===== src/rtl/dut_port_arbiter.sv =====
// Round-robin arbiter/sequencer that serialises single register transactions from
// two requesters onto the shared DUT write/read port, with an optional ready timeout.
module dut_port_arbiter #(
    parameter int ADDR_W  = 3,
    parameter int TIMEOUT = 64
) (
    input  logic              clk,
    input  logic              reset_n,
    input  logic              m0_req,
    input  logic              m0_we,
    input  logic [ADDR_W-1:0] m0_addr,
    input  logic              m0_wdata,
    output logic              m0_ack,
    output logic              m0_rdata,
    output logic              m0_err,
    input  logic              m1_req,
    input  logic              m1_we,
    input  logic [ADDR_W-1:0] m1_addr,
    input  logic              m1_wdata,
    output logic              m1_ack,
    output logic              m1_rdata,
    output logic              m1_err,
    output logic [ADDR_W-1:0] write_address,
    output logic              write_data,
    output logic              write_en,
    input  logic              write_rdy,
    output logic [ADDR_W-1:0] read_address,
    output logic              read_en,
    input  logic              read_data,
    input  logic              read_rdy,
    output logic              busy,
    output logic              last_grant
);

    typedef enum logic [1:0] {IDLE = 2'd0, ISSUE = 2'd1, RESP = 2'd2} state_t;

    localparam logic [16:0] TIMEOUT_L = 17'(TIMEOUT);

    state_t            state_reg, state_next;
    logic              prio_reg, prio_next;
    logic              grant_reg, grant_next;
    logic              we_reg, we_next;
    logic [ADDR_W-1:0] addr_reg, addr_next;
    logic              wdata_reg, wdata_next;
    logic [15:0]       cnt_reg, cnt_next;
    logic [1:0]        rdata_reg, err_reg;
    logic [1:0]        ack_vec;

    logic        win;
    logic        fire;
    logic        timeout_hit;
    logic        done;
    logic [16:0] cnt_inc;

    // Pointer only breaks ties; a lone requester always wins.
    assign win     = (m0_req && m1_req) ? prio_reg : m1_req;
    assign fire    = (state_reg == ISSUE) && (we_reg ? write_rdy : read_rdy);
    assign cnt_inc = {1'b0, cnt_reg} + 17'd1;
    assign timeout_hit = (TIMEOUT != 0) && (state_reg == ISSUE) && !fire
                         && (cnt_inc == TIMEOUT_L);
    assign done    = fire || timeout_hit;

    always_ff @(posedge clk or negedge reset_n) begin
        if (!reset_n) begin
            state_reg <= IDLE;
            prio_reg  <= 1'b0;
            grant_reg <= 1'b0;
            we_reg    <= 1'b0;
            addr_reg  <= '0;
            wdata_reg <= 1'b0;
            cnt_reg   <= '0;
            rdata_reg <= '0;
            err_reg   <= '0;
        end else begin
            state_reg <= state_next;
            prio_reg  <= prio_next;
            grant_reg <= grant_next;
            we_reg    <= we_next;
            addr_reg  <= addr_next;
            wdata_reg <= wdata_next;
            cnt_reg   <= cnt_next;
            for (int i = 0; i < 2; i++) begin
                if (done && (grant_reg == 1'(i))) begin
                    rdata_reg[i] <= fire && !we_reg && read_data;
                    err_reg[i]   <= timeout_hit;
                end
            end
        end
    end

    always_comb begin
        state_next = state_reg;
        prio_next  = prio_reg;
        grant_next = grant_reg;
        we_next    = we_reg;
        addr_next  = addr_reg;
        wdata_next = wdata_reg;
        cnt_next   = cnt_reg;
        case (state_reg)
            IDLE: begin
                if (m0_req || m1_req) begin
                    grant_next = win;
                    we_next    = win ? m1_we    : m0_we;
                    addr_next  = win ? m1_addr  : m0_addr;
                    wdata_next = win ? m1_wdata : m0_wdata;
                    state_next = ISSUE;
                end
            end
            ISSUE: begin
                if (done) begin
                    state_next = RESP;
                end else begin
                    cnt_next = cnt_inc[15:0];
                end
            end
            RESP: begin
                prio_next  = ~grant_reg;
                cnt_next   = '0;
                state_next = IDLE;
            end
            default: state_next = IDLE;
        endcase
    end

    always_comb begin
        write_en      = (state_reg == ISSUE) && we_reg && write_rdy;
        read_en       = (state_reg == ISSUE) && !we_reg && read_rdy;
        write_address = (state_reg == ISSUE) ? addr_reg : '0;
        read_address  = (state_reg == ISSUE) ? addr_reg : '0;
        write_data    = (state_reg == ISSUE) && wdata_reg;
        busy          = (state_reg != IDLE);
        last_grant    = grant_reg;
    end

    genvar gi;
    generate
        for (gi = 0; gi < 2; gi++) begin : g_ack
            assign ack_vec[gi] = (state_reg == RESP) && (grant_reg == 1'(gi));
        end
    endgenerate

    assign m0_ack   = ack_vec[0];
    assign m0_rdata = rdata_reg[0];
    assign m0_err   = err_reg[0];
    assign m1_ack   = ack_vec[1];
    assign m1_rdata = rdata_reg[1];
    assign m1_err   = err_reg[1];

endmodule

===== config.mk =====
export PLATFORM = sky130hd
export DESIGN_NAME = dut_port_arbiter
export DESIGN_NICKNAME = d
export VERILOG_FILES = /design/src/rtl/dut_port_arbiter.sv
export SDC_FILE = /design/constraint.sdc
export NUM_CORES = 1
export LEC_CHECK = 0
export ABC_AREA = 1
export BUFFER_PORTS_ARGS = -buffer_cell sky130_fd_sc_hd__buf_4
export CAP_MARGIN = 15
export CORE_MARGIN = 3
export CORE_UTILIZATION = 40
export DETAILED_ROUTE_END_ITERATION = 16
export SYNTH_ARGS = -nofsm -noshare
export SYNTH_HDL_FRONTEND = slang
export SYNTH_SLANG_ARGS = --single-unit

===== constraint.sdc =====
create_clock -name clk -period 4.3 [get_ports clk]
set_input_delay 0.43 -clock clk [delete_from_list [all_inputs] [get_ports clk]]
set_output_delay 0.43 -clock clk [all_outputs]
set_load 0.005 [all_outputs]

# Word level (Yosys, flattened, before mapping)
# Index checks and enable logic that the tools add are counted.
[totals] regBits=29 inputBits=17 word_cells=55
[op_classes] addsub=1 n_eq_ne=6 muxes=11 bitwise_logic=1 reduce_logical=25
[op_table] op="case mux 16 bit (2 select lines)" count=1
[op_table] op="adder 16 x 1 -> 17 bit (second input constant)" count=1
[op_table] op="== test 17 x 7 -> 1 bit (second input constant)" count=1
[op_table] op="2-to-1 mux 16 bit" count=1
[op_table] op="logical AND 1 bit" count=15
[op_table] op="2-to-1 mux 3 bit" count=2
[op_table] op="!= test 2 bit (second input constant)" count=3
[op_table] op="AND reduction 2 bit" count=3
[op_table] op="2-to-1 mux 1 bit" count=4
[op_table] op="2-to-1 mux 2 bit" count=2
[op_table] op="case mux 2 bit (2 select lines)" count=1
[op_table] op="nonzero test 2 bit" count=2
[op_table] op="== test 2 x 1 -> 1 bit (second input constant)" count=1
[op_table] op="== test 2 bit (second input constant)" count=1
[op_table] op="zero test 1 bit" count=2
[op_table] op="zero test 2 bit" count=1
[op_table] op="logical OR 1 bit" count=2
[op_table] op="NOT 1 bit" count=1

# Longest topological paths before layout
# Gate-level depths: netlist of run 1.
[depth] word_depth=8 ltp_mapped=14 depth_no_buf=14

# Worst setup path before layout of run 1
# No wires, ideal clock.
[synth_timing] path_type="register to register" start="register cnt_reg[0]" end="register cnt_reg[11]" t_arrival_ns=1.740 path_slack_ns=2.442 path_stages_with_launch=14 synth_period_minus_slack_ns=1.858 path_cell_list="dfrtp_1 -> ha_1 -> nand2_1 -> nor2_2 -> nand2_1 -> clkinv_1 -> nand3_1 -> nand2_1 -> nand3_1 -> nor2_2 -> nand2_4 -> buf_2 -> nand4_1 -> nand2_1"
[synth_via] elab_chain_len=6 elab_cells_between_ends=8 classes_between="add/sub: 1; eq/ne: 2; mux: 2; reduce/logical: 3"
[synth_lines] item="from (decl)" line_no="45" rtl="logic [15:0] cnt_reg, cnt_next;"
[synth_lines] item="from (signal assigned)" line_no="81" rtl="cnt_reg <= cnt_next;"
[synth_lines] item="adder 16 x 1 -> 17 bit *" line_no="58" rtl="assign cnt_inc = {1'b0, cnt_reg} + 17'd1;"
[synth_lines] item="== test 17 x 7 -> 1 bit" line_no="60" rtl="&& (cnt_inc == TIMEOUT_L);"
[synth_lines] item="logical AND 1 bit" line_no="60"
[synth_lines] item="logical OR 1 bit" line_no="61" rtl="assign done = fire || timeout_hit;"
[synth_lines] item="!= test 2 bit (no source line)"
[synth_lines] item="AND reduction 2 bit (no source line)"
# Mark *: on every way between the ends. The rest lies on a longest branch, timed or not. The select of a mux whose other input is x is not followed.
# A chain may end at the register's enable or synchronous reset.

# Final worst setup path of run 1
[layout_timing] start="register cnt_reg[1]" end="register cnt_reg[14]"
# Same word-level chain as after synthesis.

==> results of run 1 <==
-- cell type report --
class	count	share of cell area (%)
multi-input combinational	193	42.46
sequential	29	32.75
timing repair buffer	33	11.18
inverter	36	6.098
clock buffer	7	4.348
tap	52	2.936
clock inverter	1	0.2259
-- layout by cell type (no fill, tap or decap) --
| cell | netlist | final |
|---|---|---|
| xor2_1 | 1 | 1 |
| dfrtp_1 | 29 | 29 |
| clkbuf_8 | 0 | 7 |
| nor3b_1 | 1 | 1 |
| o21ai_1 | 1 | 1 |
| ha_1 | 1 | 1 |
| nor3_1 | 1 | 1 |
| nor2_2 | 6 | 6 |
| nand2_1 | 76 | 76 |
| nor2_1 | 26 | 26 |
| nand2_2 | 2 | 2 |
| nand3_1 | 35 | 35 |
| a21oi_1 | 3 | 3 |
| nand3_4 | 1 | 1 |
| clkinv_2 | 0 | 1 |
| nand4_1 | 20 | 20 |
| o21bai_1 | 1 | 1 |
| buf_4 | 4 | 33 |
| o21ai_0 | 8 | 8 |
| nor3_4 | 1 | 1 |
| o22ai_1 | 5 | 5 |
| inv_1 | 35 | 35 |
| nand2_4 | 1 | 1 |
| nand3b_1 | 1 | 1 |
| clkinv_1 | 1 | 1 |
| nor2_4 | 2 | 2 |
-- stage by stage --
stage,cell area (um^2),setup slack (ns),hold slack [ns]
global placement,2115,2.129,0.3825
CTS,2216,2.045,0.07044
global route,2216,1.771,0.07913
detailed placement,2115,2.063,0.3805
floorplan,1863,2.442,0.1344
finish,2216,2.009,0.05363
-- report_power, final --
part	total, mW	switching (mW)	internal, mW
Clock	0.257	0.112	0.145
Combinational	0.486	0.307	0.179
Sequential	0.395	0.0518	0.343
Total	1.14	0.471	0.667
-- worst reg2reg max path, stage by stage (launching register included) --
cell     delay (ns)
dfrtp_1        0.39
ha_1           0.26
nand3_1        0.14
nor2_1         0.23
nand2_1        0.09
nand2_1        0.11
nand2_1        0.06
nor2_1         0.10
nand2_1        0.07
nor2_2         0.18
nand2_4        0.18
nand3_4        0.22
nand3_1        0.10
nand2_1        0.10
-- kinds of logic (layout without fill, tap and decap cells) --
| group | after synthesis | in the layout | share of synthesized area, % |
|---|---|---|---|
| flip-flops | 29 | 29 | 38.95 |
| AND/OR/NAND/NOR | 173 | 173 | 44.06 |
| buffers and inverters | 46 | 77 | 10.54 |
| XOR/XNOR | 1 | 1 | 0.4702 |
| AO/OA/AOI/OAI | 18 | 18 | 5.305 |
| adder cells (fa/ha/maj) | 1 | 1 | 0.6715 |
-- final timing paths --
kind	end	cells after the start	slack (ns)
worst max register to register	cnt_reg[14]$_DFFE_PN0P_	13	2.01
max in group asynchronous	rdata_reg[0]$_DFFE_PN0P_	1	3.97
min in group clk	addr_reg[1]$_DFFE_PN0P_	3	0.43
worst min-delay path	cnt_reg[9]$_DFFE_PN0P_	1	0.05
worst max-delay path	cnt_reg[14]$_DFFE_PN0P_	13	2.01
worst min register to register	err_reg[1]$_DFFE_PN0P_	2	0.48
-- layer usage --
layer / vias to the layer above / global-route usage (%)
met5: - / 0
met4: 0 / 5.336
met3: 6 / 5.135
met2: 63 / 27.95
met1: 810 / 25.73
li1: 929 / -
==> impl_results.md, run 1 <==
* Outcome: finished, final reports clean
* Post-CTS Resized at 0
* Number of flip-flops under the largest register name at 16
* Area of the multi-input gates at between 900 and 1000 um^2
* Non-filler cells in the finished layout at 351
* GRT Util Overall at ~18%
* Max Clock Freq at 0.4365 GHz
* Top-count cell post-synth: nand2_1
* DR WL/cell at between 10 and 15 um
* CP Capture Type: flip-flop
* FF/Latch Area at around 730 um^2
* Peak VDD IR at ~0.28 mV
* Initial DRT Pass Iterations at 5
* Clk sink count at 29
* Initial Utilization at between 40% and 50%
* Synth area leaders: dfrtp_1, nand2_1, nand3_1, inv_1, nand4_1
* Static Leak at 1.151 nW
* Async S/R FF share, synth at 100.0%
* Top FF cell, synth: dfrtp_1
* Fill count at ~450
* Uppermost routed layer: met4
* Root Driver: clkbuf_8
* Grt ovf at 0
* Avg Cell Area, Syn at around 7.0 um^2
* Placed cell count at 343
* RePlAce Congestion at approximately 0.85
* Startpoint types: flip-flop
* Initial antenna violation count at 0
* Util after Layout at 50.20%
* Slew Viols, Final at 0
* Post-synth top area share at about two fifths
* Met3 WL at 319 um
* Number of global-route vias before repair at 1618
* I/O pin cnt at 34
* CP most frequent cell: nand2_1
* Critical path data required time at roughly 4.5 ns
* Die area at around 5500 um^2
* TritonCTS clock tree: yes
* Mapped Area at 1863 um^2
* Antenna cells at 0
* WS Path Type: flip-flop to flip-flop
* CP max stage delay at between 0.3 and 0.4 ns
* Worst R2R Start: cnt_reg[1]$_DFFE_PN0P_
* Critical path arrival at 2.51 ns
* Endpoints failing setup at 0
* Crit share post-route at ~53%
* First-pass GRT wire length at 7728 um
* EDFF count, synth at 0
* Post-CTS Setup Inserts at 0
* Met1 wire length at 2129 um
* CP bufs+invs at 0
* Crit path max-delay family: simple AND/OR/NAND/NOR gates
* Number of remaining DRC errors at 0
* Hold Path Class: input pin to asynchronous set/reset pin
* Pin count of the biggest net entering global routing at 30
* # port buffers at 33
* CP Cell Sequence: ha_1, nand3_1, nor2_1, nand2_1, nand2_1, nand2_1, nor2_1, nand2_1, nor2_2, nand2_4, nand3_4, nand3_1, nand2_1
* Register area share after synthesis at roughly two fifths
* Final count of hold timing violations at 0
* Pwr dens at 513.4 nW/um^2
* Setup TNS at 0 ns
* Post-synth top area cell: dfrtp_1
* Worst-path fanout max at 18
* CP startpoint: cnt_reg[1]$_DFFE_PN0P_
* Maximum buffer depth of the clock tree at 2
* Worst Clk Skew at 0.008878 ns
* Synth top cells by count: nand2_1, inv_1, nand3_1, dfrtp_1, nor2_1
* CTS H-Tree Depth at 2
* Vias/cell at about 5.2
* Antenna viol nets, final at 0
* Number of synthesized register bits at 29
* Max-slew headroom at 49.79%
* Synth Warn # at 0
* Clock Latency Late Sink at 0.29 ns
* Iter 0 DRT Violations at 168
* RSZ-0062 raised after global routing: false
* Tot Pwr at 1.138 mW
* Die height at 74.25 um
* Layout Nets at 316
* Rows at 24
* Hpwl dp at 3368 um
* Worst Max-Slew Pin Slew at 0.7531 ns
* Die X at 74.25 um
* Cts bufs inserted at 5
* Mapped Cells at 268
* CP max-delay cell: dfrtp_1
* Final min period at between 2 and 2.5 ns
* Drt total wl at 4565 um
* Net Count, Synth at 286
* Layout cells sized above 1 at ~18%
* CTS Hold Bufs at 0
* Area growth syn-to-layout at 18.94%
* Synth cell types at 28
* Max-cap violations at 0
* Clock transition at path regs at 0.07 ns
* Core Box Area at 4414 um^2
* Total number of vias at 1808
* Met2 WL at a little over 2000 um
Note: power is estimated with default switching activity, not from simulation.
==> run 2: changes to the inputs <==
--- a/config.mk
+++ b/config.mk
@@ -5,7 +5,7 @@
 export SDC_FILE = /design/constraint.sdc
 export NUM_CORES = 1
 export LEC_CHECK = 0
-export ABC_AREA = 1
+export ABC_AREA = 0
 export BUFFER_PORTS_ARGS = -buffer_cell sky130_fd_sc_hd__buf_4
 export CAP_MARGIN = 15
 export CORE_MARGIN = 3
==> constraint.sdc (replaced) <==
create_clock -name clk -period 2.3 [get_ports clk]
set_input_delay 0.23 -clock clk [delete_from_list [all_inputs] [get_ports clk]]
set_output_delay 0.23 -clock clk [all_outputs]
set_load 0.005 [all_outputs]
==> run 2 against run 1 <==
Compared with the run above: setup slack got worse by 1.9 ns; maximum frequency rose by 5.1%; cell count fell by 14%; clock-buffer cell count fell by 2; via count fell by 12%; clock skew fell by 0.0013 ns; final area rose by 3.3%; core utilization rose by 5.4 points; sequential power rose by 93%; flip-flop and latch count did not move; highest routed layer unchanged; global-route usage fell by 0.80 points; critical endpoint is now cnt_reg[4]$_DFFE_PN0P_; non-clock buffer count rose by 23.
==> impl_results.md, run 2 <==
* Mapped Area at 1755 um^2 (was 1863 um^2)
* Pin count of the biggest net entering global routing at 30 (unchanged)
* Number of synthesized register bits at 29 (unchanged)
* Top-count cell post-synth: nand2_1 (unchanged)
* Initial Utilization at 42.66% (was 42.21%)
* Layout cells sized above 1 at 33.33% (was 18.06%)
* Grt ovf at 0 (unchanged)
* Critical path data required time at 2.51 ns (was 4.52 ns)
* Mapped Cells at 198 (was 268)
* Antenna cells at 0 (unchanged)
* TritonCTS clock tree: yes (unchanged)
* Clk sink count at 29 (unchanged)
* Max Clock Freq at 0.4589 GHz (was 0.4365 GHz)
* Fill count at 367 (was 446)
* Layout Nets at 269 (was 316)
* Synth cell types at 44 (was 28)
* Number of global-route vias before repair at 1495 (was 1618)
* First-pass GRT wire length at 7176 um (was 7728 um)
* CTS H-Tree Depth at 2 (unchanged)
* Post-synth top area cell: dfrtp_1 (unchanged)
* Rows at 23 (was 24)
* Static Leak at 1.023 nW (was 1.151 nW)
* Core Box Area at 4115 um^2 (was 4414 um^2)
* Endpoints failing setup at 0 (unchanged)
* Synth area leaders: dfrtp_1, nand2_1, mux2i_1, o21ai_0, nor2_1 (was dfrtp_1, nand2_1, nand3_1, inv_1, nand4_1)
* Worst hold slack at 0.2231 ns (was 0.05363 ns)
* Crit share post-route at 94.74% (was 53.28%)
* # port buffers at 33 (unchanged)
* Slew Viols, Final at 0 (unchanged)
* Synth Warn # at 0 (unchanged)
* Top FF cell, synth: dfrtp_1 (unchanged)
* Startpoint types: flip-flop (unchanged)
* Number of remaining DRC errors at 0 (unchanged)
* Async S/R FF share, synth at 100.0% (unchanged)
* Area growth syn-to-layout at 30.36% (was 18.94%)
* Initial DRT Pass Iterations at 4 (was 5)
* Post-synth top area share at 41.34% (was 38.95%)
* Pwr dens at 929.3 nW/um^2 (was 513.4 nW/um^2)
* Most common cell after layout, fill and taps aside: buf_4 (was nand2_1)
* Worst-path fanout max at 9 (was 18)
* Avg Cell Area, Syn at 8.866 um^2 (was 6.952 um^2)
* Cts bufs inserted at 5 (unchanged)
* Initial antenna violation count at 0 (unchanged)
* Max-slew headroom at 45.48% (was 49.79%)
* DR WL/cell at 14.41 um (was 13.01 um)
* Total number of vias at 1591 (was 1808)
* Max-cap violations at 0 (unchanged)
* Register area share after synthesis at 41.34% (was 38.95%)
* Final count of hold timing violations at 0 (unchanged)
* Worst Max-Slew Pin Slew at 0.8142 ns (was 0.7531 ns)
* Worst Clk Skew at 0.007552 ns (was 0.008878 ns)
* Clock transition at path regs at 0.07 ns (about the same)
* GRT Util Overall at 17.61% (was 18.41%)
* EDFF count, synth at 0 (unchanged)
* Drt total wl at 4353 um (was 4565 um)
* Die X at 72.25 um (was 74.25 um)
* Synth top cells by count: nand2_1, dfrtp_1, o21ai_0, nor2_1, inv_1 (was nand2_1, inv_1, nand3_1, dfrtp_1, nor2_1)
* Final instance area at 2288 um^2 (was 2216 um^2)
* Net Count, Synth at 216 (was 286)
* Iter 0 DRT Violations at 111 (was 168)
* CP Capture Type: flip-flop (unchanged)
* Hold Path Class: input pin to flip-flop (was input pin to asynchronous set/reset pin)
* Die area at 5219 um^2 (was 5512 um^2)
* RePlAce Congestion at 0.8324 (was 0.8460)
* Critical path arrival at 2.39 ns (was 2.51 ns)
* Number of flip-flops under the largest register name at 16 (unchanged)
* Antenna viol nets, final at 0 (unchanged)
* Placed Area at 2156 um^2 (was 2115 um^2)
* Most frequent cells in the layout: buf_4, nand2_1, dfrtp_1 (was nand2_1, inv_1, nand3_1)
* I/O pin cnt at 34 (unchanged)
* Root Driver: clkbuf_8 (unchanged)
* Peak VDD IR at 0.6767 mV (was 0.2840 mV)
* Hpwl dp at 3303 um (was 3368 um)
* Tot Pwr at 2.127 mW (was 1.138 mW)
* Outcome: finished, final reports clean (unchanged)
* Maximum buffer depth of the clock tree at 2 (unchanged)
* Clock Latency Late Sink at 0.28 ns (was 0.29 ns)
* Die height at 72.25 um (was 74.25 um)
* Vias/cell at 5.268 (was 5.151)
* Final min period at 2.179 ns (was 2.291 ns)
* WS Path Type: flip-flop to flip-flop (unchanged)
==> run 2: changes by cell type after synthesis, moves of 12 or more <==
cell / before / now
nand3_1: 35 / 9
nand4_1: 20 / 3
inv_1: 35 / 10
nor2_1: 26 / 14
nand2_1: 76 / 30
==> run 2: area by class of cell <==
cell class | count | area, um^2 | area share [%]
clock buffers | 5 | 68.82 | 3.007
clock inverters | 3 | 17.52 | 0.7654
inverters | 10 | 37.54 | 1.640
multi-input cells | 149 | 950.9 | 41.55
flip-flops and latches | 29 | 728.2 | 31.82
well taps | 50 | 62.56 | 2.734
repair buffers | 56 | 422.9 | 18.48
==> run 2: worst paths after layout <==
kind                                         startpoint                  endpoint  slack, ns  depth (start not counted)
worst max register to register   cnt_reg[1]$_DFFE_PN0P_    cnt_reg[4]$_DFFE_PN0P_       0.12                         10
max in group asynchronous                       reset_n    cnt_reg[6]$_DFFE_PN0P_       1.60                          2
worst min-delay path                          read_data  rdata_reg[0]$_DFFE_PN0P_       0.22                          3
worst max-delay path             cnt_reg[1]$_DFFE_PN0P_    cnt_reg[4]$_DFFE_PN0P_       0.12                         10
worst min register to register  addr_reg[0]$_DFFE_PN0P_   addr_reg[0]$_DFFE_PN0P_       0.47                          2
min in group asynchronous                       reset_n   cnt_reg[13]$_DFFE_PN0P_       0.40                          2
==> run 2: metal layers <==
layer	share of wire (%)	track usage, %	wire, um
met2	46	26.69	2012
met1	49	25.33	2139
met5	0	0	0
met4	0.80	3.758	35
met3	3.8	4.571	166
==> run 2: repair_timing <==
| action | 4_1_cts | 5_1_grt |
|---|---|---|
| hold buffers | 1 | 0 |
| gates resized for setup | 0 | 5 |
| endpoints found under the hold margin | 29 | 0 |
| endpoints found under the setup margin | 0 | 5 |
| buffers inserted | 0 | 2 |
==> run 2: stage by stage <==
step | cells | utilization [%] | setup TNS (ns) | worst slack [ns]
after detailed placement | 291 | 52.39 | 0 | 0.1001
after global placement | 291 | 52.39 | 0 | 0.1621
after floorplan | 198 | - | 0 | 0.3200
final | 302 | 55.61 | 0 | 0.1210
after CTS | 300 | 54.73 | 0 | 0.09322
after global routing | 302 | 55.61 | -0.01178 | -0.01178
==> run 2: cell families (layout without fill, tap and decap cells) <==
| family | count (synthesis) | in the layout | synth area share (%) |
|---|---|---|---|
| AND/OR/NAND/NOR | 89 | 89 | 27.73 |
| flip-flops | 29 | 29 | 41.34 |
| buffers and inverters | 20 | 74 | 5.559 |
| XOR/XNOR | 2 | 2 | 0.9980 |
| AO/OA/AOI/OAI | 46 | 46 | 17.25 |
| adder cells (fa/ha/maj) | 1 | 1 | 0.7126 |
| multiplexers | 11 | 11 | 6.415 |
==> run 2: where the power goes <==
part	switching, mW	internal (mW)
clock	0.203	0.208
sequential	0.110	0.651
combinational	0.513	0.440
total	0.826	1.30
==> run 2: worst max-delay path, stage by stage (launching register included) <==
cell	delay, ns
dfrtp_1	0.35
ha_1	0.16
nand4_1	0.28
buf_4	0.26
nor2_1	0.10
o211ai_1	0.11
a21oi_2	0.20
nand4_4	0.15
buf_4	0.20
a21o_1	0.19
a21oi_2	0.10
==> run 3: changes to the inputs <==
--- a/config.mk
+++ b/config.mk
@@ -9,8 +9,10 @@
 export BUFFER_PORTS_ARGS = -buffer_cell sky130_fd_sc_hd__buf_4
 export CAP_MARGIN = 15
 export CORE_MARGIN = 3
-export CORE_UTILIZATION = 40
+export CORE_UTILIZATION = 55
 export DETAILED_ROUTE_END_ITERATION = 16
+export MAX_ROUTING_LAYER = met4
+export PLACE_DENSITY = 0.79
 export SYNTH_ARGS = -nofsm -noshare
 export SYNTH_HDL_FRONTEND = slang
 export SYNTH_SLANG_ARGS = --single-unit
==> run 3 against run 2 <==
Compared with the run above: core utilization grew 19 points; total power shrank 1.3%; non-clock buffer count decreased by 13; clock power up 8.0%; critical endpoint is now cnt_reg[1]$_DFFE_PN0P_.
==> impl_results.md, run 3 (synthesis results as in run 2) <==
* Worst Max-Slew Pin Slew at 0.7993 ns (was 0.8142 ns)
* Internal reg-to-reg setup slack at 0.1 ns (was 0.12 ns)
* Final Worst Setup Slack at 0.09632 ns (was 0.1210 ns)
* CP max stage delay at 0.36 ns (was 0.35 ns)
* Total number of vias at 1628 (was 1591)
* # port buffers at 33 (unchanged)
* Fill count at 228 (was 367)
* Antenna cells at 0 (unchanged)
* Cts bufs inserted at 5 (unchanged)
* Number of remaining DRC errors at 0 (unchanged)
* Max-cap violations at 0 (unchanged)
* Cell count of the worst reg-to-reg path at 9 (was 10)
* Initial DRT Pass Iterations at 4 (unchanged)
* Hpwl dp at 3205 um (was 3303 um)
* GRT Util Overall at 25.11% (was 17.61%)
* Worst Hold Launch: read_data (unchanged)
* Worst Clk Skew at 0.01545 ns (was 0.007552 ns)
* Critical path arrival at 2.43 ns (was 2.39 ns)
* Most common cell after layout, fill and taps aside: buf_4 (unchanged)
* Pwr dens at 967.8 nW/um^2 (was 929.3 nW/um^2)
* Max-slew headroom at 46.48% (was 45.48%)
* Drt total wl at 4390 um (was 4353 um)
* Number of global-route vias before repair at 1615 (was 1495)
* Antenna viol nets, final at 0 (unchanged)
* R2r endpoint: cnt_reg[1]$_DFFE_PN0P_ (was cnt_reg[4]$_DFFE_PN0P_)
* Number of flip-flops under the largest register name at 16 (unchanged)
* Tot Pwr at 2.100 mW (was 2.127 mW)
* TritonCTS clock tree: yes (unchanged)
* Vias/cell at 5.794 (was 5.268)
* I/O pin cnt at 34 (unchanged)
* Most frequent cells in the layout: buf_4, nand2_1, dfrtp_1 (unchanged)
* Slew Viols, Final at 0 (unchanged)
* Initial Utilization at 60.53% (was 42.66%)
* Pin count of the biggest net entering global routing at 30 (unchanged)
* Worst R2R Start: cnt_reg[0]$_DFFE_PN0P_ (was cnt_reg[1]$_DFFE_PN0P_)
* Post-Place Setup Slack at 0.06861 ns (was 0.1001 ns)
* CP Cell Sequence: ha_1, nand4_1, buf_4, nor2_1, xnor2_1, and3_4, nand4_4, and3_1, a31o_1 (was ha_1, nand4_1, buf_4, nor2_1, o211ai_1, a21oi_2, nand4_4, buf_4, a21o_1, a21oi_2)
* DR WL/cell at 15.62 um (was 14.41 um)
* Peak VDD IR at 0.6493 mV (was 0.6767 mV)
* Hold Path Class: input pin to flip-flop (unchanged)
* CTS H-Tree Depth at 2 (unchanged)
* Hold-critical path depth at 3 (unchanged)
* Startpoint types: flip-flop (unchanged)
* WS Path Type: flip-flop to flip-flop (unchanged)
* Area growth syn-to-layout at 23.59% (was 30.36%)
* Final count of hold timing violations at 0 (unchanged)
* First-pass GRT wire length at 7521 um (was 7176 um)
* Layout Nets at 256 (was 269)
* Clk sink count at 29 (unchanged)
* Maximum buffer depth of the clock tree at 2 (unchanged)
* Critical path data required time at 2.53 ns (was 2.51 ns)
* Endpoints failing setup at 0 (unchanged)
* Die height at 62.50 um (was 72.25 um)
* Iter 0 DRT Violations at 79 (was 111)
* Core Box Area at 2900 um^2 (was 4115 um^2)
* Worst-path fanout max at 9 (unchanged)
* Non-filler cells in the finished layout at 281 (was 302)
* Max Clock Freq at 0.4538 GHz (was 0.4589 GHz)
* Final min period at 2.204 ns (was 2.179 ns)
* Root Driver: clkbuf_4 (was clkbuf_8)
* Placed cell count at 271 (was 291)
* Crit share post-route at 95.81% (was 94.74%)
* Rows at 19 (was 23)
* Die X at 62.50 um (was 72.25 um)
* RePlAce Congestion at 0.8871 (was 0.8324)
* Die area at 3906 um^2 (was 5219 um^2)
* Clock Latency Late Sink at 0.34 ns (was 0.28 ns)
* Hold EP: rdata_reg[0]$_DFFE_PN0P_ (unchanged)
* Clock transition at path regs at 0.10 ns (was 0.07 ns)
* CP Capture Type: flip-flop (unchanged)
* Grt ovf at 0 (unchanged)
* CP max-delay cell: dfrtp_1 (unchanged)
* Initial antenna violation count at 0 (unchanged)
* Util after Layout at 74.81% (was 55.61%)
* Static Leak at 0.9729 nW (was 1.023 nW)
* Outcome: finished, final reports clean (unchanged)
* Layout cells sized above 1 at 28.45% (was 33.33%)
-- run 3: cell types whose count changed in the layout (fill, tap and decap cells not counted), moves of 2 or more --
cell	previous run	this run
clkbuf_4	0	5
o22ai_2	2	0
o22ai_1	1	3
buf_4	55	42
clkbuf_8	5	1
clkinv_2	2	0
-- run 3: timing repair --
| item | in CTS | in global routing |
|---|---|---|
| gates resized for setup | 0 | 4 |
| setup endpoints to repair | 0 | 9 |
| setup buffers | 0 | 1 |
| hold buffers | 1 | 0 |
| endpoints found under the hold margin | 29 | 0 |
-- run 3: metal layers --
layer / part of all wire [%] / global-route usage [%] / vias up
met5: 0 / - / -
met4: 2.9 / 9.366 / 0
met3: 7.3 / 7.014 / 13
met2: 49 / 41.15 / 68
met1: 41 / 29.37 / 753
li1: - / - / 794
-- run 3: where the power goes --
group / leakage [nW] / switching, mW / internal, mW
logic: 0.553 / 0.497 / 0.387
registers: 0.375 / 0.120 / 0.651
clock network: 0.0455 / 0.185 / 0.260
-- run 3: stage by stage --
stage | hold WS, ns | TNS (ns) | cell area, um^2
6_report | 0.1629 | 0 | 2170
5_1_grt | 0.1518 | -0.006591 | 2170
4_1_cts | 0.1589 | 0 | 2151
3_5_place_dp | 0.1754 | 0 | 2056
3_3_place_gp | 0.1687 | 0 | 2056
2_1_floorplan | -0.06559 | 0 | 1755
-- run 3: layout make-up --
| class | count | area, um^2 | area share (%) |
|---|---|---|---|
| sequential | 29 | 728.2 | 33.56 |
| inverter | 10 | 37.54 | 1.730 |
| clock buffer | 7 | 55.05 | 2.537 |
| clock inverter | 1 | 30.03 | 1.384 |
| timing repair buffer | 43 | 325.3 | 14.99 |
| multi-input combinational | 149 | 940.9 | 43.37 |
| tap | 42 | 52.55 | 2.422 |
-- run 3: critical path: cells and delay by family, from the launching register on --
family | cells | cell delay (ns)
simple gates | 5 | 1.00
flops | 1 | 0.36
buf+inv | 1 | 0.24
compound gates | 1 | 0.18
fa+ha+maj | 1 | 0.17
xor+xnor | 1 | 0.15
-- run 3: how the worst max path moves through the flow --
stage                                           to              startpoint  cells after the start
after detailed placement    cnt_reg[1]$_DFFE_PN0P_  cnt_reg[0]$_DFFE_PN0P_                      9
after floorplan             cnt_reg[1]$_DFFE_PN0P_  cnt_reg[0]$_DFFE_PN0P_                      9
after global placement    rdata_reg[0]$_DFFE_PN0P_  cnt_reg[0]$_DFFE_PN0P_                     10
final                       cnt_reg[1]$_DFFE_PN0P_  cnt_reg[0]$_DFFE_PN0P_                      9
after global routing        cnt_reg[1]$_DFFE_PN0P_  cnt_reg[8]$_DFFE_PN0P_                      7
after CTS                   cnt_reg[1]$_DFFE_PN0P_  cnt_reg[0]$_DFFE_PN0P_                      9
